$ cat config.mk
export PLATFORM = sky130hd
export DESIGN_NAME = fp_issue_scheduler
export DESIGN_NICKNAME = d
export VERILOG_FILES = /design/src/rtl/fp_issue_scheduler.sv
export SDC_FILE = /design/constraint.sdc
export NUM_CORES = 1
export LEC_CHECK = 0
export BUFFER_PORTS_ARGS = -buffer_cell sky130_fd_sc_hd__buf_4
export CAP_MARGIN = 20
export CORE_MARGIN = 2
export CORE_UTILIZATION = 45
export DETAILED_ROUTE_END_ITERATION = 10
export HOLD_SLACK_MARGIN = 0.12
export PLACE_DENSITY = 0.8
export SKIP_CTS_REPAIR_TIMING = 1
export SYNTH_ARGS = -nofsm -noshare
export SYNTH_HDL_FRONTEND = slang
export SYNTH_SLANG_ARGS = --single-unit
export TNS_END_PERCENT = 50
$ cat constraint.sdc
create_clock -name clk -period 3.7 [get_ports clk]
set_input_delay 0.74 -clock clk [delete_from_list [all_inputs] [get_ports clk]]
set_output_delay 0.74 -clock clk [all_outputs]
set_load 0.02 [all_outputs]
$ cat src/rtl/fp_issue_scheduler.sv
// In-order FP issue stage: pops instruction headers, tracks per-register busy bits,
// issues arithmetic ops to the FP ALU and commits LOAD data into the register file.
module fp_issue_scheduler #(
    parameter int unsigned MAX_INFLIGHT = 4
) (
    input  logic        clk,
    input  logic        n_rst,
    input  logic        fifo_empty,
    input  logic [15:0] fifo_rdata,
    output logic        fifo_pop,
    input  logic        data_avail,
    input  logic [31:0] data_in,
    output logic        data_pop,
    output logic        rf_we,
    output logic [3:0]  rf_waddr,
    output logic [31:0] rf_wdata,
    input  logic        alu_ready,
    output logic        alu_issue,
    output logic [3:0]  alu_op,
    output logic [3:0]  alu_src1,
    output logic [3:0]  alu_src2,
    output logic [3:0]  alu_dest,
    input  logic        alu_done,
    input  logic [3:0]  alu_done_dest,
    output logic [15:0] dependency_remove,
    output logic        illegal_op,
    output logic [15:0] busy_o
);

    localparam logic [3:0] MAX_INFLIGHT_C = 4'(MAX_INFLIGHT);

    typedef enum logic [0:0] {
        ST_IDLE = 1'b0,
        ST_EVAL = 1'b1
    } state_t;

    typedef enum logic [2:0] {
        CLS_NONE    = 3'd0,
        CLS_LOAD    = 3'd1,
        CLS_BINARY  = 3'd2,
        CLS_UNARY   = 3'd3,
        CLS_ILLEGAL = 3'd4
    } op_class_t;

    function automatic op_class_t classify(input logic [3:0] op);
        op_class_t cls;
        case (op)
            4'h0, 4'h1, 4'hA: cls = CLS_NONE;
            4'h2:             cls = CLS_LOAD;
            4'h3, 4'h4, 4'h5: cls = CLS_BINARY;
            4'h6, 4'h7,
            4'h8, 4'h9:       cls = CLS_UNARY;
            default:          cls = CLS_ILLEGAL;
        endcase
        return cls;
    endfunction

    function automatic logic [15:0] reg_onehot(input logic [3:0] idx);
        return 16'h0001 << idx;
    endfunction

    state_t      state_q, state_d;
    logic [15:0] inst_q, inst_d;
    logic [15:0] busy_q, busy_d;
    logic [3:0]  inflight_q, inflight_d;

    logic [3:0]  op_s, dest_s, src1_s, src2_s;
    op_class_t   cls_s;
    logic        done_hit_s;
    logic [15:0] done_mask_s;
    logic [15:0] issue_mask_s;
    logic [15:0] load_mask_s;
    logic        alu_clear_s;
    logic        load_clear_s;

    assign op_s   = inst_q[15:12];
    assign dest_s = inst_q[11:8];
    assign src1_s = inst_q[7:4];
    assign src2_s = inst_q[3:0];
    assign cls_s  = classify(op_s);
    assign busy_o = busy_q;

    // A completion only counts when it names a register we actually marked busy.
    always_comb begin
        done_hit_s  = alu_done & busy_q[alu_done_dest];
        done_mask_s = 16'h0000;
        if (done_hit_s) begin
            done_mask_s = reg_onehot(alu_done_dest);
        end else begin
            done_mask_s = 16'h0000;
        end
    end

    // Hazard evaluation against registered busy bits; no same-cycle bypass from completions.
    always_comb begin
        alu_clear_s = alu_ready
                    & (inflight_q != MAX_INFLIGHT_C)
                    & ~busy_q[src1_s]
                    & ~busy_q[dest_s];
        if (cls_s == CLS_BINARY) begin
            alu_clear_s = alu_clear_s & ~busy_q[src2_s];
        end else begin
            alu_clear_s = alu_clear_s;
        end
        load_clear_s = ~busy_q[dest_s] & data_avail;
    end

    // Issue FSM next-state and strobe outputs.
    always_comb begin
        state_d      = state_q;
        inst_d       = inst_q;
        fifo_pop     = 1'b0;
        data_pop     = 1'b0;
        rf_we        = 1'b0;
        rf_waddr     = 4'h0;
        rf_wdata     = 32'h0000_0000;
        alu_issue    = 1'b0;
        alu_op       = 4'h0;
        alu_src1     = 4'h0;
        alu_src2     = 4'h0;
        alu_dest     = 4'h0;
        illegal_op   = 1'b0;
        issue_mask_s = 16'h0000;
        load_mask_s  = 16'h0000;

        case (state_q)
            ST_IDLE: begin
                if (!fifo_empty) begin
                    fifo_pop = 1'b1;
                    inst_d   = fifo_rdata;
                    state_d  = ST_EVAL;
                end else begin
                    state_d  = ST_IDLE;
                end
            end
            ST_EVAL: begin
                case (cls_s)
                    CLS_NONE: begin
                        state_d = ST_IDLE;
                    end
                    CLS_ILLEGAL: begin
                        illegal_op = 1'b1;
                        state_d    = ST_IDLE;
                    end
                    CLS_LOAD: begin
                        if (load_clear_s) begin
                            rf_we       = 1'b1;
                            rf_waddr    = dest_s;
                            rf_wdata    = data_in;
                            data_pop    = 1'b1;
                            load_mask_s = reg_onehot(dest_s);
                            state_d     = ST_IDLE;
                        end else begin
                            state_d     = ST_EVAL;
                        end
                    end
                    CLS_BINARY, CLS_UNARY: begin
                        if (alu_clear_s) begin
                            alu_issue    = 1'b1;
                            alu_op       = op_s;
                            alu_src1     = src1_s;
                            alu_src2     = src2_s;
                            alu_dest     = dest_s;
                            issue_mask_s = reg_onehot(dest_s);
                            state_d      = ST_IDLE;
                        end else begin
                            state_d      = ST_EVAL;
                        end
                    end
                    default: begin
                        state_d = ST_IDLE;
                    end
                endcase
            end
            default: begin
                state_d = ST_IDLE;
            end
        endcase
    end

    // Retire pulses: a LOAD commit and an ALU completion always name different registers.
    always_comb begin
        dependency_remove = done_mask_s | load_mask_s;
    end

    // Scoreboard and in-flight count; issue and completion in one cycle cancel out.
    always_comb begin
        busy_d     = (busy_q | issue_mask_s) & ~done_mask_s;
        inflight_d = inflight_q;
        case ({alu_issue, done_hit_s})
            2'b10: begin
                inflight_d = inflight_q + 4'd1;
            end
            2'b01: begin
                if (inflight_q != 4'd0) begin
                    inflight_d = inflight_q - 4'd1;
                end else begin
                    inflight_d = 4'd0;
                end
            end
            default: begin
                inflight_d = inflight_q;
            end
        endcase
    end

    // State, latched header, scoreboard and in-flight registers.
    always_ff @(posedge clk or negedge n_rst) begin
        if (!n_rst) begin
            state_q    <= ST_IDLE;
            inst_q     <= 16'h0000;
            busy_q     <= 16'h0000;
            inflight_q <= 4'd0;
        end else begin
            state_q    <= state_d;
            inst_q     <= inst_d;
            busy_q     <= busy_d;
            inflight_q <= inflight_d;
        end
    end

endmodule

# Yosys cells after proc, flatten, opt, wreduce, memory -nomap -nowiden
# Memory sizes are Yosys's and may differ from the RTL's.
# Index checks and enable logic that the tools add are counted.
# word_totals
ff_bits	37
mem_bits_ro	48
input_bits	58
out_inout_bits	89
elab_cells	89
mem_count	1
# mem_list
name	depth	width	read_ports	rd_clocked_by_memory_dff	wr	line	rtl
(name not given)	16	3	1	0	0	47	case (op)
# classes
add_sub_neg	2
n_lt_le_gt_ge	4
n_eq_ne	7
n_shift	2
muxes	50
bitwise	15
n_reduce_logical	4
# ops
operator	count
$mux 16	7
$mux 32	3
$mux 4	16
$or 16x16->16	2
$shl 1x4->16 const A	2
$lt 4x5->1 const B	4
$mux 1	17
$and 16x16->16	1
$bmux 1 s4	4
$not 16->16	1
$pmux 4 s2	1
$and 1x1->1	6
$eq 3x2->1 const B	2
$not 1->1	5
$add 4x1->4 const B	1
$ne 4x3->1 const B	1
$pmux 1 s2	2
$reduce_bool 4->1	1
$sub 4x1->4 const B	1
$eq 3x1->1 const B	1
$eq 3x3->1 const B	1
$eq 2x1->1 const B	1
$eq 2x2->1 const B	1
$reduce_and 2->1	1
other kinds (2)	2

# Longest topological paths before layout
# depth
depth_word	12
depth_mapped	13
depth_no_buf	11

# Worst setup path after synthesis
# Ideal clock, no wire load.
# synth_timing
path_kind	register -> output
start	reg busy_q[3], in the netlist busy_o[3]
end	out dependency_remove[4]
arrival_ps	2288
required_ps	2960
setup_slack_ps	672
path_stages_with_launch	8
path_buffers	1
cell_sequence	dfrtp_1 -> mux4_2 -> a22oi_1 -> and3_1 -> and3_1 -> buf_2 -> nand2_1 -> o21ai_0
# synth_between
elab_chain_len	8
elab_cells_between_ends	12
classes_between	mux (8); bitwise (4)
# synth_lines
element	line	rtl
from (decl)	64	logic [15:0] busy_q, busy_d;
from (signal assigned)	217	busy_q <= busy_d;
$bmux 1 s4	105	load_clear_s = ~busy_q[dest_s] & data_avail;
$mux 1 (implied by the code)	105	
$not 1->1	105	
$and 1x1->1	105	
$mux 16	146	if (load_clear_s) begin
$mux 16	137	case (cls_s)
$mux 16	126	case (state_q)
$or 16x16->16 (*)	183	dependency_remove = done_mask_s | load_mask_s;
to (decl)	25	output logic [15:0] dependency_remove,
# Every way passes the cells marked *; elsewhere a longest branch is shown, timed or not. The select of a mux whose other input is x is not followed.

# Worst setup path in the final report
# layout_timing
start	reg inst_q[8]
end	out alu_dest[1]
# layout_between
elab_chain_len	9
# layout_lines
element	line	rtl
from (decl)	63	logic [15:0] inst_q, inst_d;
from (signal assigned)	216	inst_q <= inst_d;
$bmux 1 s4 (*)	99	& ~busy_q[dest_s];
$mux 1 (implied by the code) (*)	99	
$not 1->1 (*)	99	
$and 1x1->1 (*)	99	
$and 1x1->1	101	alu_clear_s = alu_clear_s & ~busy_q[src2_s];
$mux 1 (*)	100	if (cls_s == CLS_BINARY) begin
$mux 4 (*)	158	if (alu_clear_s) begin
$mux 4 (*)	137	
$mux 4 (*)	126	
to (decl)	22	output logic [3:0] alu_dest,
# Marks and branches as above.

==> results.sh <==
export IMPL_status="completed"
export IMPL_synth_top_flop_cell="dfrtp_1"
export IMPL_dr_pass1_iters=5
export IMPL_r2r_cells=12
export IMPL_grt_setup_unrepaired="no"
export IMPL_ir_drop_mv=0.3934
export IMPL_r2r_start="inst_q[8]"
export IMPL_vias=3035
export IMPL_syn_to_final_growth_pct=44.62
export IMPL_post_route_util_pct=68.31
export IMPL_grt_overflow_total=0
export IMPL_finalCritPeriodShare_pct=95.50
export IMPL_final_cell_mix="154 x buf_4, 54 x and2_1, 36 x dfrtp_1"
export IMPL_die_h_um=83.54
export IMPL_slew_headroom_pct=66.86
export IMPL_crit_required_ns=2.96
export IMPL_die_width_um=83.54
export IMPL_synthAdderAreaFrac_pct=1.319
export IMPL_synthXorXnorAreaFrac_pct=0
export IMPL_synth_top_family_by_area="simple AND/OR/NAND/NOR gates"
export IMPL_critPathArrivalTime_ns=2.79
export IMPL_wire_per_inst_um=17.66
export IMPL_clock_skew_final_ns=0.008037
export IMPL_syn_inst=301
export IMPL_coreArea_um2=6026
export IMPL_wl_um=9167
export IMPL_cp_start_kind="register"
export IMPL_viasPerCell=5.848
export IMPL_maxCapViolations=0
export IMPL_antenna_cells=0
export IMPL_design_area_um2=4116
export IMPL_layout_commonest_cell="buf_4"
export IMPL_report_final_slew_viol_count=0
export IMPL_final_antenna_net_count=0
export IMPL_grt_pass1_vias=2898
export IMPL_hpwl_um=7147
export IMPL_ys_async_sr_fraction_pct=100.0
export IMPL_synth_edf_count=0
export IMPL_hp_class="primary input to asynchronous set/reset pin"
export IMPL_synthSimpleGateAreaFrac_pct=28.48
export IMPL_clockBufferDepth=2
export IMPL_start_util_pct=47.24
export IMPL_period_needed_ns=3.534
export IMPL_cts_root_buffer="clkbuf_8"
export IMPL_p_per_area_nw_per_um2=634.5
export IMPL_antenna_found_initial=0
export IMPL_holdWs_ns=0.4071
export IMPL_tightest_slew_ns=0.4972
export IMPL_yosysWarningCount=0
export IMPL_finalSetupViolCount=0
export IMPL_syn_area_um2=2846
export IMPL_numCtsBuffers=5
export IMPL_drc=0
export IMPL_dp_cells=508
export IMPL_total_power_uw=2612
export IMPL_grt_first_pass_wirelength_um=14550
export IMPL_syn_nets=362
export IMPL_fin_nets=504
export IMPL_clock_fmax_mhz=283.0
export IMPL_place_congestion=0.9389
export IMPL_synth_yosys_seq_area_share_pct=32.53
export IMPL_drive_gt1_share_pct=43.69
export IMPL_core_rowCount=28
export IMPL_hold_violations=0
export IMPL_yosysUniqueCellTypes=41
export IMPL_synth_compound_area_share_pct=14.81
export IMPL_crit_type="register to output port"
export IMPL_ctsHtreeMaxLevel=2
export IMPL_ys_ff_latch=37
export IMPL_clock_sink_count=37
export IMPL_clk_latency_ns=0.30
export IMPL_cts_tree="yes"
export IMPL_layoutNonFillerInstCount=519
export IMPL_synth_mux_area_share_pct=18.90
export IMPL_rrSetupSlack_ns=0.50
export IMPL_p_leak_uw=0.002012
export IMPL_grt_start_max_net_pins=39
export IMPL_portBuffers=146
export IMPL_grt_usage_pct=25.66
export IMPL_end_kind="output port"
export IMPL_critPathMaxFanout=15
export IMPL_clk_pin_slew_ns=0.08
export IMPL_boundaryPins=147
export IMPL_dieArea_um2=6978
export IMPL_drtIter0Drc=164
export IMPL_place_area_um2=3973
export IMPL_crit_start="inst_q[8]"
export IMPL_fillCellCount=514
export IMPL_avgSynthCellArea_um2=9.457
export IMPL_r2r_end="inflight_q[3]"
==> power breakdown <==
group	switching [uW]	leakage [uW]	total, uW	internal, uW
clock	151	0.0000574	370	219
combinational	628	0.00149	1300	675
sequential	365	0.000461	939	574
total	1140	0.00201	2610	1470
==> sequential cells by signal, indices dropped and copies added (netlist names) <==
signal	flops
inst_q	16
busy_o	16
state_q	1
inflight_q	4
==> critical path: stages (launching register included) <==
cell and delay, ns:
dfrtp_2 0.54, mux4_2 0.55, a22oi_1 0.17, and3_1 0.22, nand3_2 0.10, nor4_4 0.31
buf_4 0.19, buf_4 0.12, and2_1 0.13, buf_4 0.14
==> cells by family (layout without fill, tap and decap cells) <==
family,Yosys count,count (layout)
compound gates,62,62
fa+ha+maj,3,3
buf+inv,22,165
flops,37,37
mux,38,38
simple gates,139,139
==> stage by stage <==
stage | TNS [ns] | worst slack (ns)
2_1_floorplan | 0 | 0.6716
3_3_place_gp | 0 | 0.4041
3_5_place_dp | 0 | 0.3116
4_1_cts | -0.005131 | -0.005131
5_1_grt | 0 | 0.03658
6_report | 0 | 0.1663
==> how the worst max path moves through the flow <==
stage	endpoint	slack [ns]	cells past startpoint
4_1_cts	alu_src1[2]	-0.005	8
3_3_place_gp	alu_src1[3]	0.40	8
2_1_floorplan	dependency_remove[4]	0.67	7
6_report	alu_dest[1]	0.17	9
5_1_grt	alu_dest[1]	0.04	9
3_5_place_dp	inflight_q[3]	0.31	11
==> routing by layer <==
metal  track usage (%)  vias to the layer above  wire length [um]
met3             4.748                       14               877
li1                  -                     1393                 -
met4             5.425                        0               123
met1             33.50                     1432              3595
met2             44.65                      196              4570
met5                 0                        -                 0
==> area by class of cell <==
type / instances / area, um2 / share of cell area (%)
inverter: 3 / 11.26 / 0.2736
tap: 75 / 93.84 / 2.280
clock buffer: 6 / 82.58 / 2.006
clock inverter: 2 / 37.54 / 0.9119
sequential: 37 / 927.1 / 22.52
multi-input combinational: 242 / 1808 / 43.92
timing repair buffer: 154 / 1156 / 28.09
==> synthesized netlist by cell type (3+ instances only) <==
master | instances | area (um2)
o21ai_0 | 20 | 100.1
buf_2 | 3 | 15.01
a211oi_1 | 5 | 37.54
buf_4 | 5 | 37.54
nor2b_1 | 11 | 68.82
a22o_1 | 12 | 105.1
ha_1 | 3 | 37.54
inv_1 | 3 | 11.26
and2_1 | 54 | 337.8
clkbuf_1 | 9 | 33.78
nand3_1 | 10 | 50.05
a32o_1 | 5 | 50.05
a22oi_1 | 3 | 22.52
mux4_2 | 11 | 247.7
nand2_1 | 23 | 86.33
dfrtp_1 | 37 | 925.9
and4b_1 | 3 | 30.03
a21oi_1 | 8 | 40.04
and3_1 | 10 | 62.56
nand2b_1 | 3 | 18.77
mux2_2 | 16 | 180.2
mux2i_1 | 11 | 110.1
nor2_1 | 13 | 48.80
Note: power is estimated with default switching activity, not from simulation.
